### src/rtl/fft_pkg.sv
// Shared FFT block-floating-point types and helpers.
// Holds the scan FSM state type, the lane-minimum reducer and the legal sample/shamt width pairs.
// Pure declarations: no latency, no flow control.
package fft_pkg;

    typedef enum logic [1:0] {IDLE, FEED, DRAIN, DONE} scan_state_t;

    // Widest shamt code in use; narrower codes are zero-extended before reduction.
    localparam int SHAMT_MAX = 5;

    function automatic bit shamt_pair_ok(input int w, input int s);
        return (w == 8 && s == 4) || (w == 16 && s == 5);
    endfunction

    function automatic logic [SHAMT_MAX-1:0] min4(input logic [SHAMT_MAX-1:0] a,
                                                  input logic [SHAMT_MAX-1:0] b,
                                                  input logic [SHAMT_MAX-1:0] c,
                                                  input logic [SHAMT_MAX-1:0] d);
        logic [SHAMT_MAX-1:0] ab;
        logic [SHAMT_MAX-1:0] cd;
        ab = (a < b) ? a : b;
        cd = (c < d) ? c : d;
        return (ab < cd) ? ab : cd;
    endfunction

endpackage

### src/rtl/scan_fifo2.sv
// Two-entry read-data buffer between the sample memory and the shamt producer.
// Latency: a push is visible at dout the cycle after it is written.
// Backpressure: none internally; the caller never pushes when full or pops when empty.
module scan_fifo2 #(
    parameter int dw = 32
) (
    input  logic          clk,
    input  logic          rst,
    input  logic          push,
    input  logic          pop,
    input  logic [dw-1:0] din,
    output logic [dw-1:0] dout,
    output logic [1:0]    count
);

    logic [dw-1:0] slot [2];
    logic          wptr;
    logic          rptr;

    always_ff @(posedge clk) begin
        if (rst) begin
            slot[0] <= '0;
            slot[1] <= '0;
            wptr    <= 1'b0;
            rptr    <= 1'b0;
            count   <= 2'd0;
        end else begin
            if (push) begin
                slot[wptr] <= din;
                wptr       <= ~wptr;
            end
            if (pop) begin
                rptr <= ~rptr;
            end
            case ({push, pop})
                2'b10:   count <= count + 2'd1;
                2'b01:   count <= count - 2'd1;
                default: count <= count;
            endcase
        end
    end

    assign dout = slot[rptr];

endmodule

### src/rtl/shamt_scheduler.sv
// Sequences one FFT stage scan: memory reads -> producer beats, lane shamts -> stage minimum -> block exponent.
// Latency: first read the cycle after start_i is accepted; done_o one cycle after the last result handshake.
// Backpressure: reads throttle so buffered plus in-flight beats never exceed two; results accepted while scanning.
module shamt_scheduler
    import fft_pkg::*;
#(
    parameter int width     = 8,
    parameter int shamtbits = 4,
    parameter int points    = 64,
    parameter int expbits   = 8,
    localparam int addrbits = $clog2(points / 4)
) (
    input  logic                   clk,
    input  logic                   rst,
    input  logic                   start_i,
    input  logic                   exp_clr_i,
    output logic                   busy_o,
    output logic                   done_o,
    output logic                   err_o,
    output logic                   mem_rd_en_o,
    output logic [addrbits-1:0]    mem_addr_o,
    input  logic [4*width-1:0]     mem_data_i,
    output logic                   p_tvalid_o,
    output logic                   p_tlast_o,
    input  logic                   p_tready_i,
    output logic [4*width-1:0]     p_data_o,
    input  logic                   r_tvalid_i,
    input  logic                   r_tlast_i,
    output logic                   r_tready_o,
    input  logic [4*shamtbits-1:0] r_shamt_i,
    output logic [shamtbits-1:0]   stage_shamt_o,
    output logic [expbits-1:0]     exp_acc_o
);

    if (!shamt_pair_ok(width, shamtbits)) begin : g_bad_pair
        $error("shamt_scheduler: unsupported width/shamtbits pair");
    end
    if (points < 16 || points > 4096 || (points & (points - 1)) != 0) begin : g_bad_points
        $error("shamt_scheduler: points must be a power of 2 in 16..4096");
    end

    localparam logic [addrbits-1:0]  last_beat = addrbits'(points / 4 - 1);
    localparam logic [SHAMT_MAX-1:0] min_init  = SHAMT_MAX'((1 << shamtbits) - 1);

    scan_state_t          state;
    scan_state_t          state_nxt;
    logic [addrbits-1:0]  rd_cnt;
    logic [addrbits-1:0]  wr_cnt;
    logic [addrbits-1:0]  res_cnt;
    logic [SHAMT_MAX-1:0] run_min;
    logic [SHAMT_MAX-1:0] lane_min;
    logic [expbits:0]     exp_sum;
    logic [1:0]           fifo_count;
    logic                 inflight;
    logic                 pop;
    logic                 r_hs;
    logic                 last_res;

    scan_fifo2 #(.dw(4 * width)) u_fifo (
        .clk   (clk),
        .rst   (rst),
        .push  (inflight),
        .pop   (pop),
        .din   (mem_data_i),
        .dout  (p_data_o),
        .count (fifo_count)
    );

    assign mem_rd_en_o = (state == FEED) && ((fifo_count + 2'(inflight)) < 2'd2);
    assign mem_addr_o  = rd_cnt;
    assign p_tvalid_o  = (fifo_count != 2'd0);
    assign p_tlast_o   = p_tvalid_o && (wr_cnt == last_beat);
    assign pop         = p_tvalid_o & p_tready_i;
    assign r_tready_o  = (state == FEED) || (state == DRAIN);
    assign r_hs        = r_tvalid_i & r_tready_o;
    assign last_res    = (res_cnt == last_beat);
    assign busy_o      = (state != IDLE);
    assign done_o      = (state == DONE);

    assign lane_min = min4(SHAMT_MAX'(r_shamt_i[0*shamtbits +: shamtbits]),
                           SHAMT_MAX'(r_shamt_i[1*shamtbits +: shamtbits]),
                           SHAMT_MAX'(r_shamt_i[2*shamtbits +: shamtbits]),
                           SHAMT_MAX'(r_shamt_i[3*shamtbits +: shamtbits]));

    // One extra bit catches the carry so the exponent pins at all-ones.
    assign exp_sum = {1'b0, exp_acc_o} + (expbits + 1)'(run_min);

    always_comb begin
        state_nxt = state;
        case (state)
            IDLE:    if (start_i) state_nxt = FEED;
            FEED:    if (mem_rd_en_o && rd_cnt == last_beat) state_nxt = DRAIN;
            DRAIN:   if (r_hs && last_res) state_nxt = DONE;
            DONE:    state_nxt = IDLE;
            default: state_nxt = IDLE;
        endcase
    end

    always_ff @(posedge clk) begin
        if (rst) begin
            state         <= IDLE;
            rd_cnt        <= '0;
            wr_cnt        <= '0;
            res_cnt       <= '0;
            run_min       <= min_init;
            inflight      <= 1'b0;
            err_o         <= 1'b0;
            stage_shamt_o <= '1;
            exp_acc_o     <= '0;
        end else begin
            state    <= state_nxt;
            inflight <= mem_rd_en_o;
            if (state == IDLE && start_i) begin
                rd_cnt  <= '0;
                wr_cnt  <= '0;
                res_cnt <= '0;
                run_min <= min_init;
            end else begin
                if (mem_rd_en_o) rd_cnt <= rd_cnt + 1'b1;
                if (pop)         wr_cnt <= wr_cnt + 1'b1;
                if (r_hs) begin
                    res_cnt <= res_cnt + 1'b1;
                    run_min <= (lane_min < run_min) ? lane_min : run_min;
                    if (r_tlast_i != last_res) err_o <= 1'b1;
                end
            end
            if (state == DONE) stage_shamt_o <= run_min[shamtbits-1:0];
            if (exp_clr_i) begin
                exp_acc_o <= '0;
            end else if (state == DONE) begin
                exp_acc_o <= exp_sum[expbits] ? '1 : exp_sum[expbits-1:0];
            end
        end
    end

endmodule

### config.mk
export PLATFORM = sky130hd
export DESIGN_NAME = shamt_scheduler
export DESIGN_NICKNAME = d
export VERILOG_FILES = /design/src/rtl/fft_pkg.sv /design/src/rtl/scan_fifo2.sv /design/src/rtl/shamt_scheduler.sv
export SDC_FILE = /design/constraint.sdc
export NUM_CORES = 1
export LEC_CHECK = 0
export CORE_MARGIN = 10
export CORE_UTILIZATION = 30
export DETAILED_ROUTE_END_ITERATION = 16
export PLACE_DENSITY = 0.49
export SYNTH_ARGS = -nofsm -noshare
export SYNTH_HDL_FRONTEND = slang
export SYNTH_SLANG_ARGS = --single-unit
export TNS_END_PERCENT = 100
### constraint.sdc
create_clock -name clk -period 4.9 [get_ports clk]
set_input_delay 0.98 -clock clk [delete_from_list [all_inputs] [get_ports clk]]
set_output_delay 0.98 -clock clk [all_outputs]
set_load 0.02 [all_outputs]
==> impl_metrics.ini <==
[worst_setup_path]
critPathCaptureType = register
worst_setup_path_start_kind = input port
required_ps = 5100
crit_type = input port to register
crit_arrival_ps = 4800
path_max_fanout = 5

[timing]
clock_skew_ps = 8.17
hold_violations = 0
drv_slew = 0
whs_ps = 480
tns_ps = 0
finalCritPeriodShare_pct = 93.9
tightestPinTransition_ps = 843
fmax_ghz = 0.217
setup_violations = 0
fin_crit_ps = 4600
max_slew_margin_pct = 43.8

[die]
fp.dieH_um = 150
die-area_um2 = 22600
die_x_um = 150
core_region_area_um2 = 16600
initial_core_util_pct = 30.7
fp-row-count = 47
io_pins = 110

[synth]
avgSynthCellArea_um2 = 11.5
syn_area_um2 = 5090
syn-num-nets = 525
synth-seq-cells = 101
synth_flop_cell = edfxtp_1
synth_seq_area_share_pct = 52.3
synthArstFlopShare_pct = 0
synthCells = 441
ys_warn_count = 0
synth_edf_count = 64
ys_types = 50

[cts]
numCtsBuffers = 9
clk_pin_slew_ps = 70
clockBufferDepth = 2
clock_latency_ps = 340
cts_tree = built
root_buffer = clkbuf_16
cts_hold_buf = 0
cts_sinks = 101
ctsHtreeMaxLevel = 3

[cells_and_area]
diodes = 0
nets = 639
drive_gt1_share_pct = 14.6
stdcell_count = 780
multi_input_area_um2 = 2340
area_growth_pct = 34.1
regArea_um2 = 2660
nFillCells = 1587

[global_route]
antenna_found_initial = 0
first_global_vias = 3626
grt_start_max_net_pins = 34
grt_usage_pct = 10.6
grt_pass1_wl_mm = 19.2
grt-ovfl-total = 0

[drt]
postRouteAntennaNets = 0
vias_per_cell = 4.59
drt-total-wl_mm = 12.2
drt_pass1_iterations = 4
wl_per_cell_um = 15.6
drc = 0
vias = 3579
drt_iter0_drc = 152

[run]
cap_violations = 0

[hold_path]
worstHoldPathType = register to register

[placed_design]
port_buffers = 109
place.gp.congestion = 0.757
dp.cells = 762
dp_hpwl_mm = 8.69

[pwr]
irDropWorstVdd_mv = 0.173
p_per_area_nw_per_um2 = 407
p_leak_uw = 0.00260

[run_status]
outcome = finished clean
-- synth_stat cells (2+ instances only) --
cell type,n,area share [%]
a21boi_0,2,0.29
clkbuf_1,14,1.0
and2_1,65,8.0
dfxtp_1,37,15
a211o_1,4,0.69
o21ai_0,13,1.3
xnor2_1,5,0.86
o21a_1,4,0.59
a2111oi_4,2,1.1
nor2_1,28,2.1
nor2b_1,10,1.2
a21oi_1,13,1.3
nand4_1,4,0.49
o21ba_2,2,0.39
o311ai_0,2,0.34
nor3_1,5,0.49
a22oi_1,3,0.44
ha_1,28,6.9
buf_1,4,0.29
mux2i_1,9,1.8
or3_1,2,0.25
inv_1,23,1.7
edfxtp_1,64,38
o211ai_1,5,0.74
mux2_2,32,7.1
nand2_1,14,1.0
nand3_1,6,0.59
a21o_1,3,0.44
xor2_1,9,1.5
and3_1,2,0.25
nor3b_1,2,0.29
or2_2,6,0.74
nand2b_1,2,0.25
-- cells in the final DEF, fill, tap and decap left out, drive strengths merged, types with 6 or more instances in the layout --
master and n:
o21ai 13, edfxtp 64, xor2 9, nand2 14, inv 25, clkbuf 10
mux2i 9, dfxtp 37, buf 12, mux2 32, nor2 28, a21oi 13
nand3 6, ha 28, nor2b 10, or2 6, clkdlybuf4s50 109, and2 65
-- final cells by class --
class	count	share of cell area [%]
well taps	220	4.04
inverters	23	1.27
flip-flops and latches	101	39.0
repair buffers	121	17.3
multi-input cells	299	34.3
clock inverters	6	0.679
clock buffers	10	3.36
-- through the flow --
step | worst slack (ps) | util [%] | instance area, µm² | total power (µW)
after global routing | -23.4 | 41.1 | 6820 | 2940
final | 298 | 41.1 | 6820 | 2770
after floorplan | 575 | - | 5090 | 1700
after global placement | 33.6 | 39.0 | 6470 | 2100
after CTS | 255 | 40.7 | 6750 | 2790
after detailed placement | -93.7 | 39.0 | 6470 | 2110
-- critical path: stages --
cell	delay, ps
clkdlybuf4s50_1	480
inv_1	50
ha_1	260
o21a_1	170
nor2_1	250
nor2_1	110
a21boi_0	320
ha_1	310
o21a_1	190
nor2_1	130
o21ba_2	150
a22oi_1	70
o211ai_1	140
inv_1	70
ha_1	330
nand3_2	120
a221oi_2	380
or2_4	210
o211ai_1	80
-- where the power goes --
group / internal, µW / switching (µW)
combinational: 493 / 532
sequential: 1020 / 56.8
clock: 349 / 319
total: 1860 / 908
-- registers in the layout, indices dropped and copies added (netlist names), named ones only --
signal and cells:
u_fifo.slot 64, exp_acc_o 8, mem_addr_o 4, res_cnt 4, run_min 4, stage_shamt_o 4
wr_cnt 4, state 2, u_fifo.count 2, err_o 1, inflight 1, u_fifo.rptr 1
u_fifo.wptr 1
-- final timing paths --
path,start,end,slack [ps],depth (start not counted)
hold reg to reg,res_cnt[1],res_cnt[1],480,2
setup / recovery,r_shamt_i[14],run_min[1],300,19
setup reg to reg,inflight,u_fifo.slot[1][28],2750,4
hold / removal,res_cnt[1],res_cnt[1],480,2
-- per-layer routing --
metal	track usage, %	wire, µm	vias up
met2	17.5	5810	81
met1	13.0	5480	1698
met3	3.66	806	5
met4	2.77	101	0
met5	0	0	-
li1	-	-	1795
-- kinds of logic (layout without fill, tap and decap cells) --
kind of cell / Yosys count / after routing / synth area share (%)
flops: 101 / 101 / 52.3
compound gates: 63 / 63 / 9.32
fa+ha+maj: 29 / 29 / 7.28
xor+xnor: 14 / 14 / 2.41
simple gates: 152 / 152 / 16.8
mux: 41 / 41 / 8.85
buf+inv: 41 / 160 / 3.02
-- repair_timing --
item	in CTS	in global routing
endpoints found under the setup margin	0	4
setup buffers	0	2
gates resized for setup	0	15
Power figures use the tool's default switching activity.
